<file path="src/rtl/branch_checkpoint_stack_pkg.sv">
// -----------------------------------------------------------------------------
// branch_checkpoint_stack_pkg
// Shared sizing constants and packet types for the branch checkpoint stack.
//   DEPTH        checkpoint slots (width of a branch mask)
//   NUM_ALLOC    checkpoint allocations per cycle (dispatch lanes)
//   NUM_RESOLVE  branch resolutions per cycle (complete lanes)
//   ARCH_REGS / PHYS_REGS / PHYS_IDX_W  register file geometry
//   ROB_IDX_W    ROB index width, ADDR_W  PC width
// -----------------------------------------------------------------------------
package branch_checkpoint_stack_pkg;

    localparam int DEPTH       = 4;
    localparam int NUM_ALLOC   = 2;
    localparam int NUM_RESOLVE = 2;
    localparam int ARCH_REGS   = 32;
    localparam int PHYS_REGS   = 64;
    localparam int PHYS_IDX_W  = 6;
    localparam int ROB_IDX_W   = 5;
    localparam int ADDR_W      = 32;

    localparam int MAP_W   = ARCH_REGS * PHYS_IDX_W;
    localparam int CNT_W   = $clog2(DEPTH + 1);
    localparam int SLOT_W  = (DEPTH > 1) ? $clog2(DEPTH) : 1;

    // One bit per checkpoint slot.
    typedef logic [DEPTH-1:0] b_mask_t;

    // Everything a checkpoint must hold to rebuild rename/ROB/fetch state.
    typedef struct packed {
        logic [MAP_W-1:0]     map;
        logic [PHYS_REGS-1:0] free;
        logic [ROB_IDX_W-1:0] rob_tail;
        logic [ADDR_W-1:0]    recovery_pc;
    } checkpoint_packet_t;

    // One completion lane.
    typedef struct packed {
        logic              valid;
        b_mask_t           bits;
        logic              mispred;
        logic              taken;
        logic [ADDR_W-1:0] target;
    } resolve_packet_t;

    function automatic logic [CNT_W-1:0] popcount_mask(input b_mask_t m);
        logic [CNT_W-1:0] cnt;
        cnt = '0;
        for (int i = 0; i < DEPTH; i++) begin
            cnt = cnt + CNT_W'(m[i]);
        end
        return cnt;
    endfunction

endpackage

</file>
<file path="src/rtl/branch_checkpoint_stack_slot_picker.sv">
// -----------------------------------------------------------------------------
// bcs_slot_picker
// Priority encoder returning the first N set bits of a free mask, lowest
// index first, each as a one-hot vector.
//   free_i   [WIDTH-1:0]    candidate slots (1 = free)
//   pick_o   [N*WIDTH-1:0]  one-hot pick n at [n*WIDTH +: WIDTH], 0 if none
//   found_o  [N-1:0]        pick n exists
// -----------------------------------------------------------------------------
module bcs_slot_picker #(
    parameter int WIDTH = 4,
    parameter int N     = 2
) (
    input  logic [WIDTH-1:0]   free_i,
    output logic [N*WIDTH-1:0] pick_o,
    output logic [N-1:0]       found_o
);

    logic [WIDTH-1:0] remaining;
    logic [WIDTH-1:0] lowest;

    always_comb begin
        pick_o    = '0;
        found_o   = '0;
        remaining = free_i;
        lowest    = '0;
        for (int n = 0; n < N; n++) begin
            // Isolate the lowest set bit, then strip it for the next pick.
            lowest                   = remaining & (~remaining + WIDTH'(1));
            pick_o[n*WIDTH +: WIDTH] = lowest;
            found_o[n]               = |remaining;
            remaining                = remaining & ~lowest;
        end
    end

endmodule

</file>
<file path="src/rtl/branch_checkpoint_stack.sv">
// -----------------------------------------------------------------------------
// branch_checkpoint_stack
// Branch checkpoint store between dispatch, complete and recovery fan-out.
// Allocates slots (up to NUM_ALLOC per cycle, in lane order, no gaps), takes
// up to NUM_RESOLVE resolutions per cycle, picks the oldest mispredict and
// presents registered recovery state one cycle after the resolve. Retirement
// frees are folded into every live checkpoint's free list each cycle.
// Ports:
//   clock, reset (async, active low)
//   alloc_*      dispatch side: request/snapshot in, grant/slot/dep out
//   free_slots   registered free-slot count
//   resolve_*    completion lanes
//   retire_free  physical registers freed by retirement this cycle
//   clear_mask   combinational: correctly resolved live slots
//   restore_*, squash_mask  registered recovery outputs
// Optional build macro BRANCH_STACK_PERF_EN adds saturating counters
//   perf_mispredicts, perf_full_stalls, perf_multi_mispred.
// -----------------------------------------------------------------------------
module branch_checkpoint_stack
    import branch_checkpoint_stack_pkg::*;
(
    input  logic                             clock,
    input  logic                             reset,
    input  logic [NUM_ALLOC-1:0]             alloc_req,
    input  logic [NUM_ALLOC*MAP_W-1:0]       alloc_map,
    input  logic [NUM_ALLOC*PHYS_REGS-1:0]   alloc_free,
    input  logic [NUM_ALLOC*ROB_IDX_W-1:0]   alloc_rob_tail,
    input  logic [NUM_ALLOC*ADDR_W-1:0]      alloc_recovery_pc,
    output logic [NUM_ALLOC-1:0]             alloc_gnt,
    output logic [NUM_ALLOC*DEPTH-1:0]       alloc_bit,
    output logic [NUM_ALLOC*DEPTH-1:0]       alloc_dep,
    output logic [CNT_W-1:0]                 free_slots,
    input  logic [NUM_RESOLVE-1:0]           resolve_valid,
    input  logic [NUM_RESOLVE*DEPTH-1:0]     resolve_bit,
    input  logic [NUM_RESOLVE-1:0]           resolve_mispred,
    input  logic [NUM_RESOLVE-1:0]           resolve_taken,
    input  logic [NUM_RESOLVE*ADDR_W-1:0]    resolve_target,
    input  logic [PHYS_REGS-1:0]             retire_free,
    output logic [DEPTH-1:0]                 clear_mask,
    output logic                             restore_valid,
    output logic [ADDR_W-1:0]                restore_pc,
    output logic [ROB_IDX_W-1:0]             restore_rob_tail,
    output logic [PHYS_REGS-1:0]             restore_free,
    output logic [MAP_W-1:0]                 restore_map,
    output logic [DEPTH-1:0]                 squash_mask
`ifdef BRANCH_STACK_PERF_EN
    ,
    output logic [31:0]                      perf_mispredicts,
    output logic [31:0]                      perf_full_stalls,
    output logic [31:0]                      perf_multi_mispred
`endif
);

    // ---------------- state ----------------
    b_mask_t            valid_q, valid_d;
    b_mask_t            dep_q  [DEPTH];
    b_mask_t            dep_d  [DEPTH];
    checkpoint_packet_t ckpt_q [DEPTH];
    checkpoint_packet_t ckpt_d [DEPTH];
    logic [CNT_W-1:0]   free_slots_q, free_slots_d;

    logic               restore_valid_q, restore_valid_d;
    logic [ADDR_W-1:0]  restore_pc_q, restore_pc_d;
    logic [ROB_IDX_W-1:0] restore_rob_q, restore_rob_d;
    logic [PHYS_REGS-1:0] restore_free_q, restore_free_d;
    logic [MAP_W-1:0]   restore_map_q, restore_map_d;
    b_mask_t            squash_mask_q, squash_mask_d;

    // ---------------- resolve lanes ----------------
    resolve_packet_t res [NUM_RESOLVE];

    generate
        for (genvar gi = 0; gi < NUM_RESOLVE; gi++) begin : g_res
            assign res[gi] = '{valid:   resolve_valid[gi],
                               bits:    resolve_bit[gi*DEPTH +: DEPTH],
                               mispred: resolve_mispred[gi],
                               taken:   resolve_taken[gi],
                               target:  resolve_target[gi*ADDR_W +: ADDR_W]};
        end
    endgenerate

    // Slots being squashed by the pending restore are already dead for the
    // purpose of starting a new recovery.
    b_mask_t mis_live;
    b_mask_t clear_c, mis_mask;

    assign mis_live = valid_q & ~(restore_valid_q ? squash_mask_q : b_mask_t'(0));

    always_comb begin
        clear_c  = '0;
        mis_mask = '0;
        for (int r = 0; r < NUM_RESOLVE; r++) begin
            if (res[r].valid) begin
                if (res[r].mispred) mis_mask = mis_mask | (res[r].bits & mis_live);
                else                clear_c  = clear_c  | (res[r].bits & valid_q);
            end
        end
    end

    assign clear_mask = clear_c;

    // ---------------- oldest mispredict ----------------
    // The oldest mispredicting slot is the one that depends on no other
    // mispredicting slot.
    b_mask_t           win_oh;
    logic [SLOT_W-1:0] win_idx;
    logic              win_any;
    logic              win_taken;
    logic [ADDR_W-1:0] win_target;
    b_mask_t           squash_c;

    always_comb begin
        win_oh  = '0;
        win_idx = '0;
        for (int s = 0; s < DEPTH; s++) begin
            if (mis_mask[s] && ((dep_q[s] & mis_mask) == '0)) begin
                win_oh[s] = 1'b1;
                win_idx   = SLOT_W'(s);
            end
        end
        win_any = |win_oh;

        win_taken  = 1'b0;
        win_target = '0;
        for (int r = 0; r < NUM_RESOLVE; r++) begin
            if (res[r].valid && res[r].mispred && (res[r].bits == win_oh)) begin
                win_taken  = res[r].taken;
                win_target = res[r].target;
            end
        end

        squash_c = '0;
        for (int s = 0; s < DEPTH; s++) begin
            squash_c[s] = win_oh[s] | (valid_q[s] & (|(dep_q[s] & win_oh)));
        end
    end

    // ---------------- allocation ----------------
    logic [NUM_ALLOC*DEPTH-1:0] pick;
    logic [NUM_ALLOC-1:0]       found;
    logic                       alloc_block;
    b_mask_t                    lower_bits;

    bcs_slot_picker #(
        .WIDTH (DEPTH),
        .N     (NUM_ALLOC)
    ) u_picker (
        .free_i  (~valid_q),
        .pick_o  (pick),
        .found_o (found)
    );

    // Held reset also blocks grants so every output reads 0 while asserted.
    assign alloc_block = (|mis_mask) | restore_valid_q | ~reset;

    always_comb begin
        alloc_gnt  = '0;
        alloc_bit  = '0;
        alloc_dep  = '0;
        lower_bits = '0;
        for (int k = 0; k < NUM_ALLOC; k++) begin
            // A lane is granted only when every older lane was granted.
            alloc_gnt[k] = alloc_req[k] & found[k] & ~alloc_block &
                           ((k == 0) ? 1'b1 : alloc_gnt[(k == 0) ? 0 : k-1]);
            if (alloc_gnt[k]) begin
                alloc_bit[k*DEPTH +: DEPTH] = pick[k*DEPTH +: DEPTH];
                alloc_dep[k*DEPTH +: DEPTH] = (valid_q & ~clear_c) | lower_bits;
                lower_bits = lower_bits | pick[k*DEPTH +: DEPTH];
            end
        end
    end

    // ---------------- next state ----------------
    always_comb begin
        valid_d = valid_q;
        for (int s = 0; s < DEPTH; s++) begin
            dep_d[s]  = dep_q[s] & ~clear_c;
            ckpt_d[s] = ckpt_q[s];
            if (valid_q[s]) ckpt_d[s].free = ckpt_q[s].free | retire_free;
            if (clear_c[s]) valid_d[s] = 1'b0;
            if (restore_valid_q) begin
                if (squash_mask_q[s]) valid_d[s] = 1'b0;
                dep_d[s] = dep_d[s] & ~squash_mask_q;
            end
            for (int k = 0; k < NUM_ALLOC; k++) begin
                if (alloc_gnt[k] && alloc_bit[k*DEPTH + s]) begin
                    valid_d[s]            = 1'b1;
                    dep_d[s]              = alloc_dep[k*DEPTH +: DEPTH];
                    ckpt_d[s].map         = alloc_map[k*MAP_W +: MAP_W];
                    ckpt_d[s].free        = alloc_free[k*PHYS_REGS +: PHYS_REGS] | retire_free;
                    ckpt_d[s].rob_tail    = alloc_rob_tail[k*ROB_IDX_W +: ROB_IDX_W];
                    ckpt_d[s].recovery_pc = alloc_recovery_pc[k*ADDR_W +: ADDR_W];
                end
            end
        end
        free_slots_d = popcount_mask(~valid_d);

        restore_valid_d = win_any;
        restore_pc_d    = '0;
        restore_rob_d   = '0;
        restore_free_d  = '0;
        restore_map_d   = '0;
        squash_mask_d   = '0;
        if (win_any) begin
            restore_pc_d   = win_taken ? win_target : ckpt_q[win_idx].recovery_pc;
            restore_rob_d  = ckpt_q[win_idx].rob_tail;
            restore_free_d = ckpt_q[win_idx].free | retire_free;
            restore_map_d  = ckpt_q[win_idx].map;
            squash_mask_d  = squash_c;
        end
    end

    always_ff @(posedge clock or negedge reset) begin
        if (!reset) begin
            valid_q         <= '0;
            free_slots_q    <= CNT_W'(DEPTH);
            restore_valid_q <= 1'b0;
            restore_pc_q    <= '0;
            restore_rob_q   <= '0;
            restore_free_q  <= '0;
            restore_map_q   <= '0;
            squash_mask_q   <= '0;
            for (int s = 0; s < DEPTH; s++) begin
                dep_q[s]  <= '0;
                ckpt_q[s] <= '0;
            end
        end else begin
            valid_q         <= valid_d;
            free_slots_q    <= free_slots_d;
            restore_valid_q <= restore_valid_d;
            restore_pc_q    <= restore_pc_d;
            restore_rob_q   <= restore_rob_d;
            restore_free_q  <= restore_free_d;
            restore_map_q   <= restore_map_d;
            squash_mask_q   <= squash_mask_d;
            for (int s = 0; s < DEPTH; s++) begin
                dep_q[s]  <= dep_d[s];
                ckpt_q[s] <= ckpt_d[s];
            end
        end
    end

    assign free_slots       = free_slots_q;
    assign restore_valid    = restore_valid_q;
    assign restore_pc       = restore_pc_q;
    assign restore_rob_tail = restore_rob_q;
    assign restore_free     = restore_free_q;
    assign restore_map      = restore_map_q;
    assign squash_mask      = squash_mask_q;

`ifdef BRANCH_STACK_PERF_EN
    logic [31:0] perf_mis_q, perf_stall_q, perf_multi_q;
    logic [7:0]  mis_lane_cnt;

    always_comb begin
        mis_lane_cnt = '0;
        for (int r = 0; r < NUM_RESOLVE; r++) begin
            if (res[r].valid && res[r].mispred && ((res[r].bits & mis_live) != '0))
                mis_lane_cnt = mis_lane_cnt + 8'd1;
        end
    end

    always_ff @(posedge clock or negedge reset) begin
        if (!reset) begin
            perf_mis_q   <= '0;
            perf_stall_q <= '0;
            perf_multi_q <= '0;
        end else begin
            if (win_any && (perf_mis_q != '1))                    perf_mis_q   <= perf_mis_q + 32'd1;
            if (alloc_req[0] && !alloc_gnt[0] && (perf_stall_q != '1)) perf_stall_q <= perf_stall_q + 32'd1;
            if ((mis_lane_cnt >= 8'd2) && (perf_multi_q != '1))   perf_multi_q <= perf_multi_q + 32'd1;
        end
    end

    assign perf_mispredicts   = perf_mis_q;
    assign perf_full_stalls   = perf_stall_q;
    assign perf_multi_mispred = perf_multi_q;
`endif

`ifndef SYNTHESIS
    logic [NUM_ALLOC-1:0] alloc_req_inc;
    assign alloc_req_inc = alloc_req + NUM_ALLOC'(1);

    // Requests must form a contiguous prefix starting at lane 0.
    a_req_prefix: assert property (@(posedge clock) disable iff (!reset)
        (alloc_req & alloc_req_inc) == '0);

    generate
        for (genvar gi = 0; gi < NUM_RESOLVE; gi++) begin : g_chk
            a_onehot: assert property (@(posedge clock) disable iff (!reset)
                resolve_valid[gi] |-> $onehot(resolve_bit[gi*DEPTH +: DEPTH]));
            for (genvar gj = gi + 1; gj < NUM_RESOLVE; gj++) begin : g_pair
                a_distinct: assert property (@(posedge clock) disable iff (!reset)
                    (resolve_valid[gi] && resolve_valid[gj]) |->
                    ((resolve_bit[gi*DEPTH +: DEPTH] & resolve_bit[gj*DEPTH +: DEPTH]) == '0));
            end
        end
    endgenerate
`endif

endmodule

</file>
<file path="config.mk">
export PLATFORM = sky130hd
export DESIGN_NAME = branch_checkpoint_stack
export DESIGN_NICKNAME = d
export VERILOG_FILES = /design/src/rtl/branch_checkpoint_stack_pkg.sv /design/src/rtl/branch_checkpoint_stack_slot_picker.sv /design/src/rtl/branch_checkpoint_stack.sv
export SDC_FILE = /design/constraint.sdc
export NUM_CORES = 2
export LEC_CHECK = 0
export ABC_CLOCK_PERIOD_IN_PS = 8600
export CORE_AREA = 2 2 414 416
export DETAILED_ROUTE_END_ITERATION = 12
export DIE_AREA = 0 0 416 418
export HOLD_SLACK_MARGIN = 0.06
export PLACE_DENSITY = 0.69
export SYNTH_ARGS = -nofsm -noshare
export SYNTH_HDL_FRONTEND = slang
export SYNTH_SLANG_ARGS = --single-unit
</file>
<file path="constraint.sdc">
create_clock -name clock -period 8.6 [get_ports clock]
set_clock_uncertainty 0.05 [all_clocks]
set_input_delay 2.15 -clock clock [delete_from_list [all_inputs] [get_ports clock]]
set_output_delay 2.15 -clock clock [all_outputs]
set_load 0.02 [all_outputs]
</file>
==> reports/summary.md <==
I/O pin total: 1055. The most area-hungry cell type in the Yosys netlist is sky130_fd_sc_hd__dfrtp_1. The post-detailed-routing wire length was 297 mm; the fraction of the core area covered by cells at the end of the flow was 0.526.

The count of final hold-check violations was 0; the maximum number of pins on one net before global-route repair was 174. Clock tree synthesis found a total of 1493 sinks. After detailed routing, the number of remaining DRC violations is 0. The worst setup path is launched from an input pin. The floorplan step set the die height to 418 um. The average wire length per cell after detail routing works out to 26.3 um. In this run the core area contains 151 standard-cell rows. The library cells used most frequently in the layout, excluding fill and tap cells, are sky130_fd_sc_hd__nand2_1, sky130_fd_sc_hd__dfrtp_1, sky130_fd_sc_hd__nor2_1, sky130_fd_sc_hd__clkdlybuf4s50_1, sky130_fd_sc_hd__a22oi_1. The worst path in the final design needs a cycle of 7.88 ns, including I/O delays and setup. The run finished with clean final reports. The filler cells instantiated in the layout total 15.1k.

The total power came out at 29.0 mW. The clock root buffer was sky130_fd_sc_hd__clkbuf_16. The tool flagged a number of max-cap violations equal to 0.

Across the VDD grid, the largest voltage drop is 0.000212 V. The port buffer count works out to 1053. The H-tree was split into 4 levels. Along the worst path, the maximum fanout reaches 11.

Total of hold buffers inserted after clock tree synthesis: 0. The critical path in this run is classified as input pin to output pin. After clock tree synthesis, the clock-pin slew on the worst setup and hold paths is 0.06 ns.

For this design the ratio of total power to cell area is 326 mW/mm2. STA classifies the critical path endpoint as an output pin. The library cell used most frequently in the layout, excluding fill and tap cells, is sky130_fd_sc_hd__nand2_1. The worst-case clock buffer depth is 3, and the post-synthesis sequential element count is 1493. The global router's overall resource usage is 0.329, and the async set-reset flop share out of synthesis is 1.00. The number of synthesized flops with an enable pin works out to 0. The post-cts resize count is 0. The die covers 0.174 mm2. The path class of the tightest hold or removal check is register to register.

The placement-stage cell area was 0.0827 mm2. For the initial antenna violation count, the log shows 198. The post-synthesis sequential area ratio came out at 0.529.

The logs give 68.7k for the count of vias placed by the detailed router and 0.417 for the starting density of the core. The run gives 0 as the total of endpoints with negative setup slack in the final report. The analysis attributes to cell leakage a power of 39.4 nW. Dividing the synthesized area by the synthesized cell count gives 8.73 um2. Peak clock frequency supported by timing: 127 MHz. The share of the synthesized area in the top cell type is 0.529, and the number of nets with antenna violations after routing is 0. The area growth from synthesis to layout is 26.1%. The first TritonRoute pass finished after 8 iterations. The die is 416 um wide.

During synthesis, Yosys emitted a total of 0 warnings. Routability-driven placement finished with a final weighted congestion of 0.961. In this run the standard cell core region covers 0.169 mm2.

The number of vias per cell came out at 6.09. The tools report the final max-slew violation count as 0. The tools report the number of setup buffers added after CTS as 0. Proportion of layout cells with a drive suffix above 1: 0.0646. Setup repair after global routing left no endpoint under its margin. The data required time of the worst path was 6.40 ns; the final layout net count was 9477. The tools report the number of instances in the placed design as 10.8k. The summed negative setup slack over all endpoints was 0 ns. The transition time at the pin with the least slew margin is 1.32 ns, and the share of the clock period used by the worst path after layout is 0.916. Excluding fillers, the count of instances in the completed layout stands at 11.3k. Clock insertion delay at the later pin of the skew report: 0.86 ns. Synthesis produced a netlist whose cell count is 8080.

The tools report the arrival time of the worst setup path as 5.68 ns. The worst register-to-register path has a setup slack of 3.52 ns. The logs give 178 mm for the half-perimeter wire length after detailed placement and 0.121 for the worst relative slew slack. The number of global-route vias before repair is 65.2k. Yosys attributes the largest share of cell area to sky130_fd_sc_hd__dfrtp_1, sky130_fd_sc_hd__nand2_1, sky130_fd_sc_hd__nor2_1. The first-pass GRT wire length was 434 mm; the iteration-0 DRC count of the detailed router was 9601.

The total overflow left after global routing is 0. The number of nets handed over by synthesis was 8815. Summing every instance area after synthesis gives 0.0706 mm2. Synthesis instantiated 67 different standard cells from the library. TritonCTS built the clock tree. In this run, CTS created clock tree buffers numbering 167.

Among all flip-flop cells after synthesis, the most frequent one is sky130_fd_sc_hd__dfrtp_1. For the final cell area excluding filler cells, the log shows 0.0890 mm2.
[cell families after synthesis]
group                      count (synthesis)  share of synthesized area
and+or+nand+nor                         3796                      0.207
AOI/OAI and AO/OA                       1826                      0.192
DFF                                     1493                      0.529
buffers and inverters                    759                     0.0417
muxes                                    193                     0.0286
xor gates and xnor gates                   9                    0.00112
adders and majority gates                  3                   0.000638
other                                      1                  0.0000531
[Yosys cell counts, drive strengths merged, types with 6 or more instances]
cell / instances
clkbuf: 568
nor3: 95
o211ai: 70
nor4: 32
or2: 6
o22ai: 229
a22oi: 461
a2111oi: 30
o21a: 66
a211oi: 8
a31oi: 66
a31o: 64
nand2: 2329
a21oi: 205
o31ai: 68
nand3: 15
o21ai: 82
nor2: 1284
dfrtp: 1492
mux2: 65
and2: 8
a221oi: 96
o31a: 64
a311oi: 231
inv: 87
buf: 103
xnor2: 8
mux2i: 128
and3: 9
o2111ai: 65
[layer usage]
layer / vias up / wire length, um / track usage
li1: 29500 / - / -
met3: 951 / 32300 / 0.0883
met4: 42 / 22200 / 0.252
met1: 33800 / 110000 / 0.414
met5: - / 279 / 0
met2: 4464 / 133000 / 0.482
[final cells by class]
| class | instances | area (um2) | area share |
|---|---|---|---|
| clock buffer | 253 | 5000 | 0.0562 |
| antenna | 177 | 443 | 0.00498 |
| clock inverter | 57 | 862 | 0.00969 |
| tap | 2218 | 2780 | 0.0312 |
| timing repair buffer | 1164 | 11800 | 0.133 |
| sequential | 1493 | 37400 | 0.420 |
| multi-input combinational | 5828 | 30400 | 0.341 |
| inverter | 88 | 360 | 0.00405 |
[worst paths after layout]
| path | cells past startpoint | start | end |
|---|---|---|---|
| worst max-delay path | 9 | resolve_mispred[0] | alloc_bit[0] |
| worst min-delay path | 2 | ckpt_q[984] | ckpt_q[984] |
| worst max register to register | 8 | valid_q[0] | ckpt_q[758] |
| worst min register to register | 2 | ckpt_q[984] | ckpt_q[984] |
| max in group asynchronous | 6 | reset | ckpt_q[518] |
| min in group asynchronous | 1 | reset | restore_map[11] |
[registers in the layout, indices dropped and copies added (netlist names)]
| signal | cells |
|---|---|
| restore_map | 192 |
| restore_valid | 1 |
| valid_q | 4 |
| restore_pc | 32 |
| restore_free | 64 |
| squash_mask | 4 |
| ckpt_q | 1172 |
| dep_q | 16 |
| free_slots | 3 |
| restore_rob_tail | 5 |
[critical path, stage by stage]
cell and delay [ns]:
sky130_fd_sc_hd__clkdlybuf4s50_1 0.82, sky130_fd_sc_hd__nand3_1 0.38, sky130_fd_sc_hd__a21oi_1 0.17, sky130_fd_sc_hd__nand3b_1 0.31
sky130_fd_sc_hd__or2_2 0.36, sky130_fd_sc_hd__inv_2 0.18, sky130_fd_sc_hd__nand2_4 0.28, sky130_fd_sc_hd__inv_8 0.13
sky130_fd_sc_hd__clkdlybuf4s50_1 0.87
[metrics by stage]
step	hold slack [ns]	worst slack, ns
2_1_floorplan	0.396	2.27
6_report	0.424	0.719
5_1_grt	0.440	0.695
3_3_place_gp	0.407	0.739
3_5_place_dp	0.412	0.753
4_1_cts	0.426	0.768
[power breakdown]
part / switching, mW / leakage, nW / internal [mW] / total, mW
clock network: 3.16 / 2.88 / 4.44 / 7.60
registers: 1.81 / 18.3 / 9.99 / 11.8
logic: 5.71 / 18.2 / 3.87 / 9.57
No activity file was read; power rests on OpenSTA's default activity.
